$ cat src/rtl/mc_ctrl_pkg.sv
// Shared encodings for the multicycle ARM control unit: FSM states, datapath mux
// selects, ALU controls and the instruction field codes the decoder matches against.
package mc_ctrl_pkg;

    typedef enum logic [3:0] {
        FETCH,
        DECODE,
        MEMADR,
        MEMRD,
        MEMWB,
        MEMWR,
        EXECUTER,
        EXECUTEI,
        ALUWB,
        BRANCH,
        UNKNOWN
    } state_t;

    localparam logic [2:0] ALU_ADD = 3'b000;
    localparam logic [2:0] ALU_SUB = 3'b001;
    localparam logic [2:0] ALU_AND = 3'b010;
    localparam logic [2:0] ALU_ORR = 3'b011;

    localparam logic [1:0] RES_ALUOUT    = 2'b00;
    localparam logic [1:0] RES_DATA      = 2'b01;
    localparam logic [1:0] RES_ALURESULT = 2'b10;

    localparam logic [1:0] SRCA_REG = 2'b00;
    localparam logic [1:0] SRCA_PC  = 2'b01;

    localparam logic [1:0] SRCB_REG  = 2'b00;
    localparam logic [1:0] SRCB_IMM  = 2'b01;
    localparam logic [1:0] SRCB_FOUR = 2'b10;

    localparam logic [1:0] OP_DP     = 2'b00;
    localparam logic [1:0] OP_MEM    = 2'b01;
    localparam logic [1:0] OP_BRANCH = 2'b10;
    localparam logic [1:0] OP_UNDEF  = 2'b11;

    localparam logic [3:0] CMD_AND = 4'b0000;
    localparam logic [3:0] CMD_SUB = 4'b0010;
    localparam logic [3:0] CMD_ADD = 4'b0100;
    localparam logic [3:0] CMD_CMP = 4'b1010;
    localparam logic [3:0] CMD_ORR = 4'b1100;

    localparam logic [3:0] COND_EQ = 4'b0000;
    localparam logic [3:0] COND_NE = 4'b0001;
    localparam logic [3:0] COND_CS = 4'b0010;
    localparam logic [3:0] COND_CC = 4'b0011;
    localparam logic [3:0] COND_MI = 4'b0100;
    localparam logic [3:0] COND_PL = 4'b0101;
    localparam logic [3:0] COND_VS = 4'b0110;
    localparam logic [3:0] COND_VC = 4'b0111;
    localparam logic [3:0] COND_HI = 4'b1000;
    localparam logic [3:0] COND_LS = 4'b1001;
    localparam logic [3:0] COND_GE = 4'b1010;
    localparam logic [3:0] COND_LT = 4'b1011;
    localparam logic [3:0] COND_GT = 4'b1100;
    localparam logic [3:0] COND_LE = 4'b1101;
    localparam logic [3:0] COND_AL = 4'b1110;
    localparam logic [3:0] COND_NV = 4'b1111;

endpackage

$ cat src/rtl/mc_cond_check.sv
// NZCV flag registers and condition evaluation; the verdict is captured once per
// instruction (during DECODE) so later states see a stable CondExReg.
module mc_cond_check
    import mc_ctrl_pkg::*;
(
    input  logic       clk,
    input  logic       reset,
    input  logic [3:0] cond,
    input  logic [3:0] alu_flags,
    input  logic [1:0] flag_w,
    input  logic       cond_latch,
    output logic       cond_ex_reg
);

    logic [3:0] nzcv;
    logic       n, z, c, v;
    logic       cond_ex;

    assign {n, z, c, v} = nzcv;

    always_comb begin
        cond_ex = 1'b0;
        case (cond)
            COND_EQ: cond_ex = z;
            COND_NE: cond_ex = ~z;
            COND_CS: cond_ex = c;
            COND_CC: cond_ex = ~c;
            COND_MI: cond_ex = n;
            COND_PL: cond_ex = ~n;
            COND_VS: cond_ex = v;
            COND_VC: cond_ex = ~v;
            COND_HI: cond_ex = c & ~z;
            COND_LS: cond_ex = ~c | z;
            COND_GE: cond_ex = (n == v);
            COND_LT: cond_ex = (n != v);
            COND_GT: cond_ex = ~z & (n == v);
            COND_LE: cond_ex = z | (n != v);
            COND_AL: cond_ex = 1'b1;
            COND_NV: cond_ex = 1'b0;
            default: cond_ex = 1'b0;
        endcase
    end

    // Flag writes are gated by the latched verdict, so a failed condition leaves NZCV alone
    always_ff @(posedge clk) begin
        if (reset) begin
            nzcv        <= 4'b0000;
            cond_ex_reg <= 1'b0;
        end else begin
            if (cond_latch) cond_ex_reg <= cond_ex;
            if (flag_w[1] && cond_ex_reg) nzcv[3:2] <= alu_flags[3:2];
            if (flag_w[0] && cond_ex_reg) nzcv[1:0] <= alu_flags[1:0];
        end
    end

endmodule

$ cat src/rtl/mc_control_unit.sv
// Multicycle ARM control unit: main FSM, ALU/instruction decode and write gating.
// Define MC_MEMWAIT_EN to add a MemReady handshake that stalls FETCH, MEMRD and MEMWR.
module mc_control_unit
    import mc_ctrl_pkg::*;
(
    input  logic         clk,
    input  logic         reset,
    input  logic [31:12] Instr,
    input  logic [3:0]   ALUFlags,
`ifdef MC_MEMWAIT_EN
    input  logic         MemReady,
`endif
    output logic         PCWrite,
    output logic         RegWrite,
    output logic         MemWrite,
    output logic         IRWrite,
    output logic         AdrSrc,
    output logic [1:0]   RegSrc,
    output logic [1:0]   ALUSrcA,
    output logic [1:0]   ALUSrcB,
    output logic [1:0]   ResultSrc,
    output logic [1:0]   ImmSrc,
    output logic [2:0]   ALUControl
);

    logic       mem_ready;
`ifdef MC_MEMWAIT_EN
    assign mem_ready = MemReady;
`else
    assign mem_ready = 1'b1;
`endif

    logic [3:0] cond;
    logic [1:0] op;
    logic [5:0] funct;
    logic [3:0] cmd;
    logic [3:0] rd;
    logic       unused_rn;

    assign cond      = Instr[31:28];
    assign op        = Instr[27:26];
    assign funct     = Instr[25:20];
    assign cmd       = funct[4:1];
    assign rd        = Instr[15:12];
    assign unused_rn = ^Instr[19:16];

    state_t state, next_state, out_state;

    always_ff @(posedge clk) begin
        if (reset) state <= FETCH;
        else       state <= next_state;
    end

    always_comb begin
        next_state = state;
        case (state)
            FETCH:    if (mem_ready) next_state = DECODE;
            DECODE: begin
                case (op)
                    OP_DP:     next_state = funct[5] ? EXECUTEI : EXECUTER;
                    OP_MEM:    next_state = MEMADR;
                    OP_BRANCH: next_state = BRANCH;
                    default:   next_state = UNKNOWN;
                endcase
            end
            MEMADR:   next_state = funct[0] ? MEMRD : MEMWR;
            MEMRD:    if (mem_ready) next_state = MEMWB;
            MEMWR:    if (mem_ready) next_state = FETCH;
            EXECUTER: next_state = ALUWB;
            EXECUTEI: next_state = ALUWB;
            default:  next_state = FETCH;
        endcase
    end

    // ALU command decode; unknown commands fall back to ADD and write nothing
    logic [2:0] dec_control;
    logic       cmd_valid, cmd_arith, no_write;

    always_comb begin
        dec_control = ALU_ADD;
        cmd_valid   = 1'b1;
        cmd_arith   = 1'b1;
        no_write    = 1'b0;
        case (cmd)
            CMD_ADD: dec_control = ALU_ADD;
            CMD_SUB: dec_control = ALU_SUB;
            CMD_AND: begin dec_control = ALU_AND; cmd_arith = 1'b0; end
            CMD_ORR: begin dec_control = ALU_ORR; cmd_arith = 1'b0; end
            CMD_CMP: begin dec_control = ALU_SUB; no_write = 1'b1; end
            default: begin cmd_valid = 1'b0; cmd_arith = 1'b0; no_write = 1'b1; end
        endcase
    end

    // While reset is held the outputs show the FETCH decode regardless of the stale state
    assign out_state = reset ? FETCH : state;

    logic next_pc, branch, regw, memw, ir_write, alu_op, cond_latch;

    always_comb begin
        next_pc    = 1'b0;
        branch     = 1'b0;
        regw       = 1'b0;
        memw       = 1'b0;
        ir_write   = 1'b0;
        alu_op     = 1'b0;
        cond_latch = 1'b0;
        AdrSrc     = 1'b0;
        ALUSrcA    = SRCA_REG;
        ALUSrcB    = SRCB_REG;
        ResultSrc  = RES_ALUOUT;
        case (out_state)
            FETCH: begin
                ir_write  = mem_ready;
                next_pc   = mem_ready;
                ALUSrcA   = SRCA_PC;
                ALUSrcB   = SRCB_FOUR;
                ResultSrc = RES_ALURESULT;
            end
            DECODE: begin
                cond_latch = 1'b1;
                ALUSrcA    = SRCA_PC;
                ALUSrcB    = SRCB_FOUR;
                ResultSrc  = RES_ALURESULT;
            end
            MEMADR:   ALUSrcB = SRCB_IMM;
            MEMRD:    AdrSrc = 1'b1;
            MEMWB: begin
                ResultSrc = RES_DATA;
                regw      = 1'b1;
            end
            MEMWR: begin
                AdrSrc = 1'b1;
                memw   = 1'b1;
            end
            EXECUTER: alu_op = 1'b1;
            EXECUTEI: begin
                ALUSrcB = SRCB_IMM;
                alu_op  = 1'b1;
            end
            ALUWB:    regw = ~no_write;
            BRANCH: begin
                ALUSrcB   = SRCB_IMM;
                ResultSrc = RES_ALURESULT;
                branch    = 1'b1;
            end
            default: ;
        endcase
    end

    logic [1:0] flag_w;
    logic       cond_ex_reg;

    assign ALUControl = alu_op ? dec_control : ALU_ADD;
    assign flag_w     = alu_op ? {funct[0] & cmd_valid, funct[0] & cmd_arith} : 2'b00;

    mc_cond_check u_cond_check (
        .clk         (clk),
        .reset       (reset),
        .cond        (cond),
        .alu_flags   (ALUFlags),
        .flag_w      (flag_w),
        .cond_latch  (cond_latch),
        .cond_ex_reg (cond_ex_reg)
    );

    assign ImmSrc   = op;
    assign RegSrc   = {(op == OP_MEM) & ~funct[0], op == OP_BRANCH};
    assign IRWrite  = ~reset & ir_write;
    assign RegWrite = ~reset & regw & cond_ex_reg;
    assign MemWrite = ~reset & memw & cond_ex_reg;
    assign PCWrite  = ~reset & (next_pc | (cond_ex_reg & (branch | (regw & (rd == 4'hF)))));

endmodule

$ cat config.mk
export PLATFORM = sky130hd
export DESIGN_NAME = mc_control_unit
export DESIGN_NICKNAME = d
export VERILOG_FILES = /design/src/rtl/mc_ctrl_pkg.sv /design/src/rtl/mc_cond_check.sv /design/src/rtl/mc_control_unit.sv
export SDC_FILE = /design/constraint.sdc
export NUM_CORES = 1
export LEC_CHECK = 0
export ABC_CLOCK_PERIOD_IN_PS = 1600
export BUFFER_PORTS_ARGS = -buffer_cell sky130_fd_sc_hd__buf_4
export CAP_MARGIN = 20
export CORE_ASPECT_RATIO = 1.4
export CORE_MARGIN = 4
export CORE_UTILIZATION = 38
export CTS_CLUSTER_SIZE = 8
export DETAILED_ROUTE_END_ITERATION = 10
export PLACE_DENSITY = 0.84
export SLEW_MARGIN = 20
export SYNTH_ARGS = -nofsm -noshare
export SYNTH_HDL_FRONTEND = slang
export SYNTH_SLANG_ARGS = --single-unit
$ cat constraint.sdc
create_clock -name clk -period 1.6 [get_ports clk]
set_clock_uncertainty 0.05 [all_clocks]
set_input_delay 0.08 -clock clk [delete_from_list [all_inputs] [get_ports clk]]
set_output_delay 0.08 -clock clk [all_outputs]
set_load 0.01 [all_outputs]
# Yosys cells after proc, flatten, opt, wreduce, memory -nomap -nowiden
# Cells that the tools add are included.
# op_classes
eq_ne,38
muxes,21
bitwise,23
reduce_logical,17
# ops
cell,count
$eq A4 B4 Y1 const B,13
$eq A4 B3 Y1 const B,11
$eq A4 B2 Y1 const B,7
$pmux W4 S5,1
$logic_not A4 Y1,4
$pmux W1 S16,1
$and A1 B1 Y1,13
$eq A4 B1 Y1 const B,3
$pmux W4 S3,1
$mux W1,10
$reduce_or A2 Y1,5
$reduce_or A3 Y1,3
$pmux W2 S2,2
$mux W3,2
$not A1 Y1,6
$pmux W2 S3,1
$reduce_or A5 Y1,1
$mux W4,1
$or A1 B1 Y1,4
$reduce_or A4 Y1,1
$eq A2 B1 Y1 const B,1
$eq A2 B2 Y1 const B,1
$logic_and A1 B1 Y1,2
$logic_not A2 Y1,1
4 further kinds,4
# totals
reg_bits,9
output_inout_bits,18
wordCells,103

# Longest topological paths before layout
# depth
depth_word,8
depth_mapped,6
depth_no_buf,5

# By module
# Synthesis repeated with hierarchy kept, for this count alone.
# unflattened
hier_cells,109
area_unflattened_um2,810.8
# by_module_without_submodules
module,n_inst,cells_per_inst,area_each_um2,seq_area_each_um2
mc_control_unit,1,71,506.7,80.1
mc_cond_check,1,38,304.0,100.1

# Worst setup path before layout
# No wires, ideal clock.
# synth_timing
path_kind,flip-flop to output port
start,reg state[2]
end,out PCWrite
arrival_ns,1.577
t_required_ns,1.470
setup_slack_ns,-0.107
path_stages_with_launch,6
n_path_buf,1
path_cell_list,dfxtp_1 > clkbuf_1 > nor2b_1 > a31oi_1 > nor4_1 > a22o_1
# synth_between
elab_chain_cells,8
# synth_lines
item,line,source
from (decl),mc_control_unit.sv:47,"state_t state, next_state, out_state;"
from (signal assigned),mc_control_unit.sv:51,else state <= next_state;
$mux W4 *,mc_control_unit.sv:95,assign out_state = reset ? FETCH : state;
$eq A4 B4 Y1 / $eq A4 B3 Y1 (equally long branches),mc_control_unit.sv:111,case (out_state)
$pmux W1 S2,mc_control_unit.sv:111,
$and A1 B1 Y1,mc_control_unit.sv:171,assign PCWrite = ~reset & (next_pc | (cond_ex_reg & (branch | (regw & (rd == 4'hF)))));
$or A1 B1 Y1,mc_control_unit.sv:171,
$and A1 B1 Y1,mc_control_unit.sv:171,
$or A1 B1 Y1 *,mc_control_unit.sv:171,
$and A1 B1 Y1 *,mc_control_unit.sv:171,
to (decl),mc_control_unit.sv:13,"output logic PCWrite,"
# Every way passes the cells marked *; elsewhere a longest branch is shown, timed or not.

# Worst setup path in the final report
# Same ends and word-level chain as after synthesis.

==> impl_metrics.tcl <==
set metrics [dict create \
    timing.critical_path.to_type "primary output" \
    drtIter0Drc 18 \
    synth_cell_type_count 34 \
    post_synth_main_area_contributors "sky130_fd_sc_hd__dfxtp_1, sky130_fd_sc_hd__nand2b_1, sky130_fd_sc_hd__xor2_1" \
    power.ir.vdd_worst_mv 0.363 \
    i_o_pins 44 \
    worst-path-max-fanout 6 \
    floorplan.die.width_microns 45.4 \
    syn-instance-count 99 \
    placement_stage_worst_setup_slack_ns -0.000178 \
    grt_usage_pct 14.0 \
    initial_utilization_pct 40.8 \
    grt_start_max_net_pins 16 \
    synth.yosys.seq_area_share_pct 24.2 \
    antenna_violation_net_count_after_detailed_routing 0 \
    multi_input_comb_area_sq_um 548 \
    grt_first_pass_wirelength_microns 2880 \
    synthTopCellsByCount "sky130_fd_sc_hd__nor2_1, sky130_fd_sc_hd__dfxtp_1, sky130_fd_sc_hd__nand2b_1" \
    via_count 840 \
    worst_path_required_ns 1.47 \
    timing.critical_path.slowest_stage_cell "sky130_fd_sc_hd__dfxtp_2" \
    numPlacedInstances 152 \
    grt_remaining_overflow 0 \
    synth.ff_latch_count 9 \
    power_per_cell_area_nw_per_um2 600 \
    clock_latency_ns 0.25 \
    period_needed_ns 1.68 \
    path_cells "buf_6, nand2b_4, nor2_2, a31oi_1, nor4_2, a22o_1, buf_4" \
    power_leakage_nw 0.484 \
    cts_max_level 1 \
    flow.area_growth_from_synthesis_pct 52.1 \
    cts.reportedPaths.clkPinSlew_ns 0.06 \
    clock-root-buffer "sky130_fd_sc_hd__clkbuf_4" \
    netlist.area_leader.share_pct 24.2 \
    routed_wirelength_normalized_by_instance_count_microns 12.8 \
    drt_drc_violations_left 0 \
    cap_violations 0 \
    numPortBuffers 37 \
    fp.dieH_microns 60.4 \
    yosysWarnings 0 \
    r2r-start "state[2]" \
    tritoncts "done" \
    post_route_total_power_uw 679 \
    routed_wl_microns 2050 \
    seqCellArea_sq_um 184 \
    design.die.area_sq_um 2740 \
    layout-drive-gt1-share_pct 44.3 \
    drt_pre_antenna_iters 4 \
    fill_cells 171 \
    cts_hold_buf 0 \
    cts_buffers 3 \
    critical_path_type "reg2out" \
    routed_via_density 5.25 \
    reg2reg_depth 5 \
    nNetsFinal 167 \
    synth_edf_count 0 \
    violations_in_the_final_reports "setup timing" \
    final_critical_path_setup_slack_ns -0.0800 \
    place_hpwl_microns 1510 \
    cts_buffer_depth 2 \
    core.rowCount 18 \
    grt_setup_unrepaired "yes" \
    finalWeightedCongestion 0.764 \
    final-setup-viol-count 4 \
    rrSetupSlack_ns -0.02 \
    final_cell_count_no_fill 160 \
    first_global_vias 673 \
    timing.critical_path.arrival_ns 1.55 \
    synth_most_common_cell "sky130_fd_sc_hd__nor2_1" \
    reg2reg_to "u_cond_check.nzcv[3]" \
    fmax_achieved_mhz 595 \
    totalNegativeSetupSlack_ns -0.159 \
    core_sq_um 1820 \
    syn-cell-area_sq_um 744 \
    avgSynthCellArea_sq_um 7.52 \
    outcome "finished with violations" \
    finalCritPeriodShare_pct 105 \
    cp-endpoint "PCWrite" \
    cp-startpoint "state[2]" \
    slowest_delay_ns 0.33 \
    antenna_found_initial 0 \
    synth_top_flop_cell "sky130_fd_sc_hd__dfxtp_1" \
    maxSlewViolCount 0 \
    synth_area_leader_cell "sky130_fd_sc_hd__dfxtp_1" \
    ys_async_sr_fraction_pct 0 \
    timing.hold.worst.class "in2reg" \
    setup.worst_path.start_class "flip-flop" \
    cts.sink_count 9 \
    final_hold_viol_count 0 \
    antenna_cells_inserted 0 \
]
logic make-up (layout without fill, tap and decap cells):
| group | count (synthesis) | after routing | share of synthesized area (%) |
|---|---|---|---|
| buf+inv | 9 | 49 | 6.56 |
| flops | 9 | 9 | 24.2 |
| mux | 4 | 4 | 5.38 |
| simple gates | 51 | 51 | 39.8 |
| other cells | 1 | 2 | 0.504 |
| xor+xnor | 6 | 6 | 7.06 |
| compound gates | 19 | 19 | 16.5 |
per-stage QoR:
step	util, %	area (sq um)	hold slack [ns]
CTS	60.8	1110	0.0111
global route	62.1	1130	0.00217
floorplan	-	756	0.159
finish	62.1	1130	0.0183
detailed placement	57.0	1040	0.275
global placement	57.0	1040	0.263
power by group:
group	switching, mW	leakage [nW]	total, mW	internal, mW
Combinational	0.120	0.395	0.255	0.136
Sequential	0.0197	0.0743	0.258	0.238
Clock	0.0703	0.0150	0.166	0.0955
Total	0.210	0.484	0.679	0.469
layer usage:
layer,global-route usage (%),up-vias,part of all wire (%)
li1,-,432,-
met1,16.4,384,40
met2,25.1,24,53
met3,2.97,0,6.7
met4,3.77,0,0
met5,0,-,0
layout by cell type (no fill, tap or decap), types with 2 or more instances in the layout:
cell type and count:
sky130_fd_sc_hd__a211oi_1 2, sky130_fd_sc_hd__or2_2 2, sky130_fd_sc_hd__nor4b_1 2, sky130_fd_sc_hd__xor2_1 5, sky130_fd_sc_hd__dfxtp_1 6, sky130_fd_sc_hd__nor2b_1 3
sky130_fd_sc_hd__nand2_1 4, sky130_fd_sc_hd__buf_6 3, sky130_fd_sc_hd__dfxtp_2 3, sky130_fd_sc_hd__nor3b_1 2, sky130_fd_sc_hd__nor3_1 5, sky130_fd_sc_hd__conb_1 2
sky130_fd_sc_hd__nand2b_1 7, sky130_fd_sc_hd__nor3_2 2, sky130_fd_sc_hd__a21oi_1 5, sky130_fd_sc_hd__nor2_1 9, sky130_fd_sc_hd__mux2i_1 4, sky130_fd_sc_hd__clkbuf_4 3
sky130_fd_sc_hd__buf_4 42, sky130_fd_sc_hd__o21ai_0 5, sky130_fd_sc_hd__nand3_1 3
worst min-delay path by stage:
stage | start | endpoint | slack (ns) | cells after the start
after floorplan | Instr[20] | RegSrc[1] | 0.16 | 1
after global placement | ALUFlags[3] | u_cond_check.nzcv[3] | 0.26 | 3
after detailed placement | ALUFlags[3] | u_cond_check.nzcv[3] | 0.28 | 3
after CTS | ALUFlags[3] | u_cond_check.nzcv[3] | 0.01 | 3
after global routing | ALUFlags[3] | u_cond_check.nzcv[3] | 0.002 | 3
final | ALUFlags[3] | u_cond_check.nzcv[3] | 0.02 | 3
what timing repair did:
action	CTS	global route
buffers inserted	3	1
hold endpoints to repair	0	0
pin swaps	4	0
endpoints found under the setup margin	5	8
resized for setup	5	5
layout make-up:
type / count / area share (%)
well taps: 20 / 2.21
repair buffers: 45 / 30.8
flip-flops and latches: 9 / 16.2
clock buffers: 4 / 2.32
multi-input cells: 82 / 48.4
worst max-delay path: cells and delay by family, from the launching register on:
family          cells  cell delay, ns
compound gates      2            0.28
buf+inv             2            0.23
flops               1            0.33
simple gates        3            0.47
Power figures use the tool's default switching activity.
